`src/rtl/mem_dispatcher_pkg.sv`:
```
// Shared definitions for the memory dispatcher blocks: scheduler state encoding,
// read command code, default line pitch and a width helper.
package mem_dispatcher_pkg;

    localparam int DEFAULT_LINE_BYTES = 2560;   // 640 words x 4 B

    localparam logic [1:0] READ_CMD = 2'b01;

    typedef enum logic [2:0] {
        ST_IDLE      = 3'd0,
        ST_WAIT_RES  = 3'd1,
        ST_ISSUE     = 3'd2,
        ST_WAIT_ACK  = 3'd3,
        ST_WAIT_DONE = 3'd4,
        ST_FINISH    = 3'd5
    } sched_state_t;

    function automatic int ceil_log2(input int value);
        int bits;
        bits = 0;
        for (int b = 0; b < 31; b++) begin
            if ((1 << b) < value) bits = b + 1;
        end
        return bits;
    endfunction

endpackage

```
`src/rtl/mem_dispatcher__bank_tracker.sv`:
```
// Free map of the two line-buffer banks. A release beats an allocate of the
// same bank in the same cycle; releasing a free bank leaves it free.
module mem_dispatcher__bank_tracker
    import mem_dispatcher_pkg::*;
(
    input  logic       clk,
    input  logic       rst_n,
    input  logic       alloc,
    input  logic       alloc_bank,
    input  logic       rel_valid,
    input  logic       rel_bank,
    output logic [1:0] bank_free
);

    logic [1:0] alloc_mask;
    logic [1:0] rel_mask;

    assign alloc_mask = alloc     ? (2'b01 << alloc_bank) : 2'b00;
    assign rel_mask   = rel_valid ? (2'b01 << rel_bank)   : 2'b00;

    always_ff @(posedge clk or negedge rst_n) begin
        if (!rst_n) begin
            bank_free <= 2'b11;
        end else begin
            bank_free <= (bank_free & ~alloc_mask) | rel_mask;
        end
    end

endmodule

```
`src/rtl/mem_dispatcher__line_scheduler.sv`:
```
// Issues one read-unit start per frame line, ping-ponging lines between two
// line-buffer banks and handing each completed bank to the pixel consumer.
module mem_dispatcher__line_scheduler
    import mem_dispatcher_pkg::*;
#(
    parameter int LINES_PER_FRAME = 480,
    parameter int LINE_BYTES      = DEFAULT_LINE_BYTES,
    parameter int LINE_CNT_BITS   = 10,
    parameter int ACK_TIMEOUT     = 15
) (
    input  logic                     clk,
    input  logic                     rst_n,
    input  logic                     frame_start,
    input  logic [29:0]              frame_base_addr,
    input  logic                     busy_read_unit,
    output logic                     os_start,
    output logic [29:0]              init_mem_addr,
    output logic                     wr_bank,
    output logic                     line_ready,
    output logic                     line_bank,
    output logic [LINE_CNT_BITS-1:0] line_idx,
    input  logic                     bank_release,
    input  logic                     rel_bank,
    output logic                     frame_busy,
    output logic                     frame_done,
    output logic                     ack_err
);

    localparam int ACK_W = ceil_log2(ACK_TIMEOUT + 1);
    localparam logic [29:0]              LINE_STEP = 30'(LINE_BYTES);
    localparam logic [LINE_CNT_BITS-1:0] LAST_LINE = LINE_CNT_BITS'(LINES_PER_FRAME - 1);
    localparam logic [ACK_W-1:0]         ACK_LAST  = ACK_W'(ACK_TIMEOUT - 1);

    sched_state_t             state;
    logic [29:0]              addr_acc;
    logic [LINE_CNT_BITS-1:0] line_cnt;
    logic [ACK_W-1:0]         ack_cnt;
    logic [1:0]               bank_free;

    mem_dispatcher__bank_tracker u_bank_tracker (
        .clk        (clk),
        .rst_n      (rst_n),
        .alloc      (state == ST_ISSUE),
        .alloc_bank (wr_bank),
        .rel_valid  (bank_release),
        .rel_bank   (rel_bank),
        .bank_free  (bank_free)
    );

    always_ff @(posedge clk or negedge rst_n) begin
        if (!rst_n) begin
            state         <= ST_IDLE;
            addr_acc      <= '0;
            line_cnt      <= '0;
            ack_cnt       <= '0;
            os_start      <= 1'b0;
            init_mem_addr <= '0;
            wr_bank       <= 1'b0;
            line_ready    <= 1'b0;
            line_bank     <= 1'b0;
            line_idx      <= '0;
            frame_busy    <= 1'b0;
            frame_done    <= 1'b0;
            ack_err       <= 1'b0;
        end else begin
            os_start   <= 1'b0;
            line_ready <= 1'b0;
            frame_done <= 1'b0;
            case (state)
                ST_IDLE: begin
                    if (frame_start) begin
                        addr_acc   <= frame_base_addr;
                        line_cnt   <= '0;
                        wr_bank    <= 1'b0;
                        frame_busy <= 1'b1;
                        ack_err    <= 1'b0;
                        state      <= ST_WAIT_RES;
                    end
                end
                // Also absorbs read-unit calibration and a transfer left over from a reset.
                ST_WAIT_RES: begin
                    if (bank_free[wr_bank] && !busy_read_unit) begin
                        os_start      <= 1'b1;
                        init_mem_addr <= addr_acc;
                        state         <= ST_ISSUE;
                    end
                end
                ST_ISSUE: begin
                    ack_cnt <= '0;
                    state   <= ST_WAIT_ACK;
                end
                ST_WAIT_ACK: begin
                    if (busy_read_unit) begin
                        state <= ST_WAIT_DONE;
                    end else if (ack_cnt == ACK_LAST) begin
                        ack_err <= 1'b1;
                        state   <= ST_FINISH;
                    end else begin
                        ack_cnt <= ack_cnt + 1'b1;
                    end
                end
                ST_WAIT_DONE: begin
                    if (!busy_read_unit) begin
                        line_ready <= 1'b1;
                        line_bank  <= wr_bank;
                        line_idx   <= line_cnt;
                        addr_acc   <= addr_acc + LINE_STEP;
                        wr_bank    <= ~wr_bank;
                        line_cnt   <= line_cnt + 1'b1;
                        state      <= (line_cnt == LAST_LINE) ? ST_FINISH : ST_WAIT_RES;
                    end
                end
                ST_FINISH: begin
                    frame_done <= 1'b1;
                    frame_busy <= 1'b0;
                    state      <= ST_IDLE;
                end
                default: state <= ST_IDLE;
            endcase
        end
    end

endmodule

```
`config.mk`:
```
export PLATFORM = sky130hd
export DESIGN_NAME = mem_dispatcher__line_scheduler
export DESIGN_NICKNAME = d
export VERILOG_FILES = /design/src/rtl/mem_dispatcher_pkg.sv /design/src/rtl/mem_dispatcher__bank_tracker.sv /design/src/rtl/mem_dispatcher__line_scheduler.sv
export SDC_FILE = /design/constraint.sdc
export NUM_CORES = 1
export LEC_CHECK = 0
export BUFFER_PORTS_ARGS = -buffer_cell sky130_fd_sc_hd__buf_2
export CAP_MARGIN = 20
export CORE_MARGIN = 2
export CORE_UTILIZATION = 43
export DETAILED_ROUTE_END_ITERATION = 8
export RECOVER_POWER = 25
export SLEW_MARGIN = 30
export SYNTH_ARGS = -nofsm -noshare
export SYNTH_HDL_FRONTEND = slang
export SYNTH_SLANG_ARGS = --single-unit
```
`constraint.sdc`:
```
create_clock -name clk -period 1.93 [get_ports clk]
set_input_delay 0.193 -clock clk [delete_from_list [all_inputs] [get_ports clk]]
set_output_delay 0.193 -clock clk [all_outputs]
set_load 0.005 [all_outputs]
```
---- Word level (Yosys, flattened, before mapping) ----
Cells that the tools add are included.
storage, ports and cells
  bits in registers ....................... 96
  input port bits ......................... 36
  logic and storage cells ................. 86
operators by class
  add/sub/neg operators ................... 3
  $lt $le $gt $ge ......................... 1
  equal/unequal tests ..................... 14
  shift operators ......................... 2
  mux-type cells .......................... 33
  bitwise gates (word level) .............. 5
  reductions and logical operators ........ 14
operators with widths
  cell                                                                    number
  30-bit 2-to-1 mux                                                       2
  30-bit one-hot mux with 2 select lines                                  1
  30-bit by 12-bit adder with 30-bit output, second input constant        1
  10-bit 2-to-1 mux                                                       2
  10-bit one-hot mux with 2 select lines                                  1
  3-bit 2-to-1 mux                                                        6
  3-bit one-hot mux with 5 select lines                                   1
  1-bit 2-to-1 mux                                                        12
  2-bit != test, second input constant                                    6
  10-bit by 1-bit adder with 10-bit output, second input constant         1
  10-bit by 9-bit equality test with 1-bit output, second input constant  1
  4-bit 2-to-1 mux                                                        2
  4-bit one-hot mux with 2 select lines                                   1
  4-bit AND reduction                                                     2
  2-bit nonzero test                                                      4
  3-bit by 2-bit equality test with 1-bit output, second input constant   2
  3-bit equality test, second input constant                              2
  1-bit one-hot mux with 2 select lines                                   3
  2-bit AND reduction                                                     3
  3-bit AND reduction                                                     2
  4-bit by 1-bit adder with 4-bit output, second input constant           1
  4-bit equality test, second input constant                              1
  2-bit 2-to-1 mux                                                        2
  1-bit by 1-bit << shifter with 2-bit output, first input constant       2
  10 further kinds                                                        11

---- Depth between registers and ports, before layout ----
  depth after elaboration ................. 5
  gate-level depth with buffers ........... 8

---- By module ----
From an unflattened synthesis, not the netlist that was laid out.
second synthesis, totals
  cell total of the unflattened synthesis .. 423
  area, all modules ....................... 4,494.3 µm²
by module, submodules not included
  module                          times used  cells an instance  area an instance (µm²)  sequential area each (µm²)
  mem_dispatcher__line_scheduler  1           416                4,410.5                 2,352.3
  mem_dispatcher__bank_tracker    1           7                  83.8                    52.6

---- Least setup slack after synthesis ----
OpenSTA, ideal clock, no wires.
  path type ............................... register -> register
  from .................................... register state[2]
  to ...................................... register addr_acc[7]
  library setup time ...................... 125 ps
  arrival ................................. 1,647 ps
  setup slack ............................. 158 ps
  stages on the path, launching flop included .. 7
  period minus slack after synthesis ...... 1,772 ps
  cells stage by stage .................... dfrtp_1 -> buf_6 -> nand2b_4 -> a211o_1 -> nor2_4 -> buf_4 -> mux2_2
between the ends
  cells in the longest elaborated chain, start to end .. 3
ends and longest elaborated chain
  element                                                               RTL line                               source
  from (decl)                                                           mem_dispatcher__line_scheduler.sv:34   sched_state_t state;
  from (signal assigned)                                                mem_dispatcher__line_scheduler.sv:110  state <= (line_cnt == LAST_LINE) ? ST_FINISH : ST_WAIT_RES;
  3-bit equality test / 3-bit zero test (equally long branches)         mem_dispatcher__line_scheduler.sv:69   case (state)
  2-bit != test (no line) / 2-bit nonzero test (equally long branches)  --
  3-bit AND reduction (no line)                                         --
  to (signal assigned)                                                  mem_dispatcher__line_scheduler.sv:72   addr_acc <= frame_base_addr;
  to (signal assigned)                                                  mem_dispatcher__line_scheduler.sv:107  addr_acc <= addr_acc + LINE_STEP;
  to (decl)                                                             mem_dispatcher__line_scheduler.sv:35   logic [29:0] addr_acc;
Several ways; a longest one is shown, not always the timed one.
A chain may end at the register's enable or synchronous reset.

---- Worst setup path in the final report ----
  from .................................... register addr_acc[17]
  to ...................................... register addr_acc[28]
between the ends
  cells in the longest elaborated chain, start to end .. 3
ends and longest elaborated chain
  element                                    RTL line                               source
  30-bit by 12-bit adder with 30-bit output  mem_dispatcher__line_scheduler.sv:107
  30-bit 2-to-1 mux                          mem_dispatcher__line_scheduler.sv:103  if (!busy_read_unit) begin
  30-bit one-hot mux with 2 select lines     mem_dispatcher__line_scheduler.sv:69
Every way passes these cells. The select of a mux whose other input is x is not followed.

==> impl_metrics.yaml <==
status:
  status: "completed"
synthesis:
  ys.flop_type: "dfrtp_1"
  synth_top_cell_area_share_pct: 53.52
  async_flop_share_pct: 100.0
  ys_ff_latch: 96
  synth_area_per_cell_sq_um: 11.13
  synth-edff-count: 0
  seq_area_frac_synth_pct: 54.71
  ys_types: 53
  synthCells: 395
  yosys_warnings: 0
  netlist_top_cells_area: "dfrtp_1, mux2_2, a21oi_1"
  synth_area_leader_cell: "dfrtp_1"
  post_synth_instance_area_sq_mm: 0.004395
  synth_nets: 435
critical_path:
  path_cells: "nand3_1, nor4_2, nand4_1, a21o_1, a221o_1"
  max_stage_delay_ns: 0.48
  cp.arrival_ns: 2.11
  crit_type: "reg -> reg"
  start_kind: "flop"
  crit_path_end_kind: "flop"
  critical_path_required_ns: 2.19
  cp_slowest_cell: "dfrtp_1"
  crit_path_max_fanout: 7
place:
  place_ws_ns: 0.1037
  gp_congestion: 0.8064
  hpwl_microns: 6629
  placed_cells: 611
  port_buffers: 82
finish:
  area_growth_pct: 20.75
  drive_above_1_share_pct: 37.13
  final_common_cell: "dfrtp_1"
  fillers: 887
  fin_nets: 536
  layout.cells.non_filler: 634
  final_cell_mix: "dfrtp_1, buf_2, mux2_2"
  diodes: 0
global_route:
  grt_first_pass_wirelength_microns: 16010
  grt_max_degree: 97
  grt_usage_pct: 18.24
  grt_pass1_vias: 3168
  antenna_found_initial: 0
  gr-total-overflow: 0
sta:
  fin_crit_ns: 1.852
  post-route-period-util_pct: 95.94
  fin_worst_skew_ns: 0.009023
  final.setup.tns_ns: 0
  whs_ns: 0.03803
  setup_viol: 0
  finalWorstSetupSlack_ns: 0.07843
  hold_viol: 0
  tightest_slew_ns: 0.5077
  slew_headroom_pct: 66.16
  slew_viol_final: 0
  fmax_mhz: 540.1
hold_path:
  hp-class: "in -> reg"
floorplanning:
  core_area_sq_mm: 0.009864
  die-area_sq_mm: 0.01105
  die_y_microns: 105.1
  start_util_pct: 44.56
  die_w_microns: 105.1
  std_cell_rows: 36
  ioPinCount: 83
routing:
  first_iter_violations: 217
  ant_nets: 0
  wl_microns: 9670
  routedWlPerCell_microns: 15.25
  avgViaCountPerCell: 5.270
  via_count: 3341
  drc: 0
  firstDrtPassIters: 5
cts:
  cts_tree: "done"
  clk_pin_slew_ns: 0.09
  h-tree-depth: 3
  clock_sinks: 96
  cts_root_buf: "clkbuf_8"
  clockBufferDepth: 2
  numCtsBuffers: 9
  clock_latency_ns: 0.37
power:
  power.density_mw_per_mm2: 1446
  power_leakage_nw: 2.437
  vdd_ir_drop_max_mv: 0.6772
run:
  max_cap_violations: 0
## sequential cells by signal (all words and copies together), names as in the netlist
name,count
wr_bank,1
line_cnt,10
frame_done,1
line_idx,10
u_bank_tracker.bank_free,2
line_ready,1
state,3
ack_err,1
frame_busy,1
os_start,1
line_bank,1
init_mem_addr,30
ack_cnt,4
addr_acc,30
## area by class of cell
| class | count | area (sq um) | share of cell area, % |
|---|---|---|---|
| Inverter | 7 | 26.28 | 0.4950 |
| Clock inverter | 5 | 56.30 | 1.061 |
| Timing Repair Buffer | 110 | 636.9 | 12.00 |
| Tap cell | 133 | 166.4 | 3.135 |
| Multi-Input combinational cell | 272 | 1874 | 35.31 |
| Clock buffer | 11 | 141.4 | 2.664 |
| Sequential cell | 96 | 2406 | 45.33 |
## per-stage QoR
step / total power [mW] / instance area [sq um] / util (%)
6_report: 7.674 / 5308 / 53.81
3_5_place_dp: 6.324 / 5042 / 51.12
3_3_place_gp: 6.241 / 5042 / 51.12
2_1_floorplan: 5.250 / 4395 / -
5_1_grt: 8.268 / 5308 / 53.81
4_1_cts: 7.687 / 5260 / 53.32
## report_power, final
part / total, mW / switching, mW / internal (mW)
clock network: 1.34 / 0.706 / 0.633
registers: 3.45 / 0.610 / 2.84
logic: 2.88 / 1.37 / 1.51
## critical path: cells and delay by family, from the launching register on
| kind | cells | cell delay [ns] |
|---|---|---|
| compound gates | 2 | 0.49 |
| flops | 1 | 0.48 |
| simple gates | 3 | 0.77 |
## cells in the mapped netlist (3+ instances only)
cell       count
dfrtp_1       94
mux2_2        49
nand2_1       35
a21oi_1       30
nor2_1        30
o21ai_0       20
nand3_1       12
nor3_1        10
o22ai_1       10
clkbuf_1       9
buf_2          7
inv_1          7
a31oi_1        6
xnor2_1        6
nand4_1        5
a2bb2oi_1      4
and3_1         4
ha_1           4
o22a_1         4
a22o_1         3
nor2b_1        3
o31ai_1        3
## metal layers
metal,track usage [%],part of all wire [%],up-vias
met5,0,0,-
met4,5.714,0.83,0
met3,5.240,5.8,4
met2,26.53,46,93
met1,26.30,47,1612
li1,-,-,1632
## cells by family after synthesis
| family | count (synthesis) | share of synthesized area (%) |
|---|---|---|
| AO/OA/AOI/OAI | 92 | 12.90 |
| XOR/XNOR | 8 | 1.594 |
| adder cells (fa/ha/maj) | 4 | 1.139 |
| buffers and inverters | 27 | 3.017 |
| flip-flops | 96 | 54.71 |
| multiplexers | 50 | 12.78 |
| AND/OR/NAND/NOR | 118 | 13.86 |
## path summary, 6_finish.rpt
kind / depth (start not counted) / from / end / slack [ns]
min: 3 / bank_release / u_bank_tracker.bank_free[0]$_DFF_PN1_ / 0.04
max: 5 / addr_acc[17]$_DFFE_PN0P_ / addr_acc[28]$_DFFE_PN0P_ / 0.08
max reg2reg: 5 / addr_acc[17]$_DFFE_PN0P_ / addr_acc[28]$_DFFE_PN0P_ / 0.08
min in group asynchronous: 3 / rst_n / addr_acc[19]$_DFFE_PN0P_ / 0.47
max in group asynchronous: 3 / rst_n / u_bank_tracker.bank_free[1]$_DFF_PN1_ / 1.05
min reg2reg: 2 / init_mem_addr[11]$_DFFE_PN0P_ / init_mem_addr[11]$_DFFE_PN0P_ / 0.48
## what timing repair did
action | 4_1_cts | 5_1_grt
gates resized for setup | 0 | 3
setup endpoints to repair | 0 | 3
hold endpoints to repair | 95 | 0
hold buffers | 2 | 0
buffers inserted | 0 | 5
Note: power is estimated with default switching activity, not from simulation.
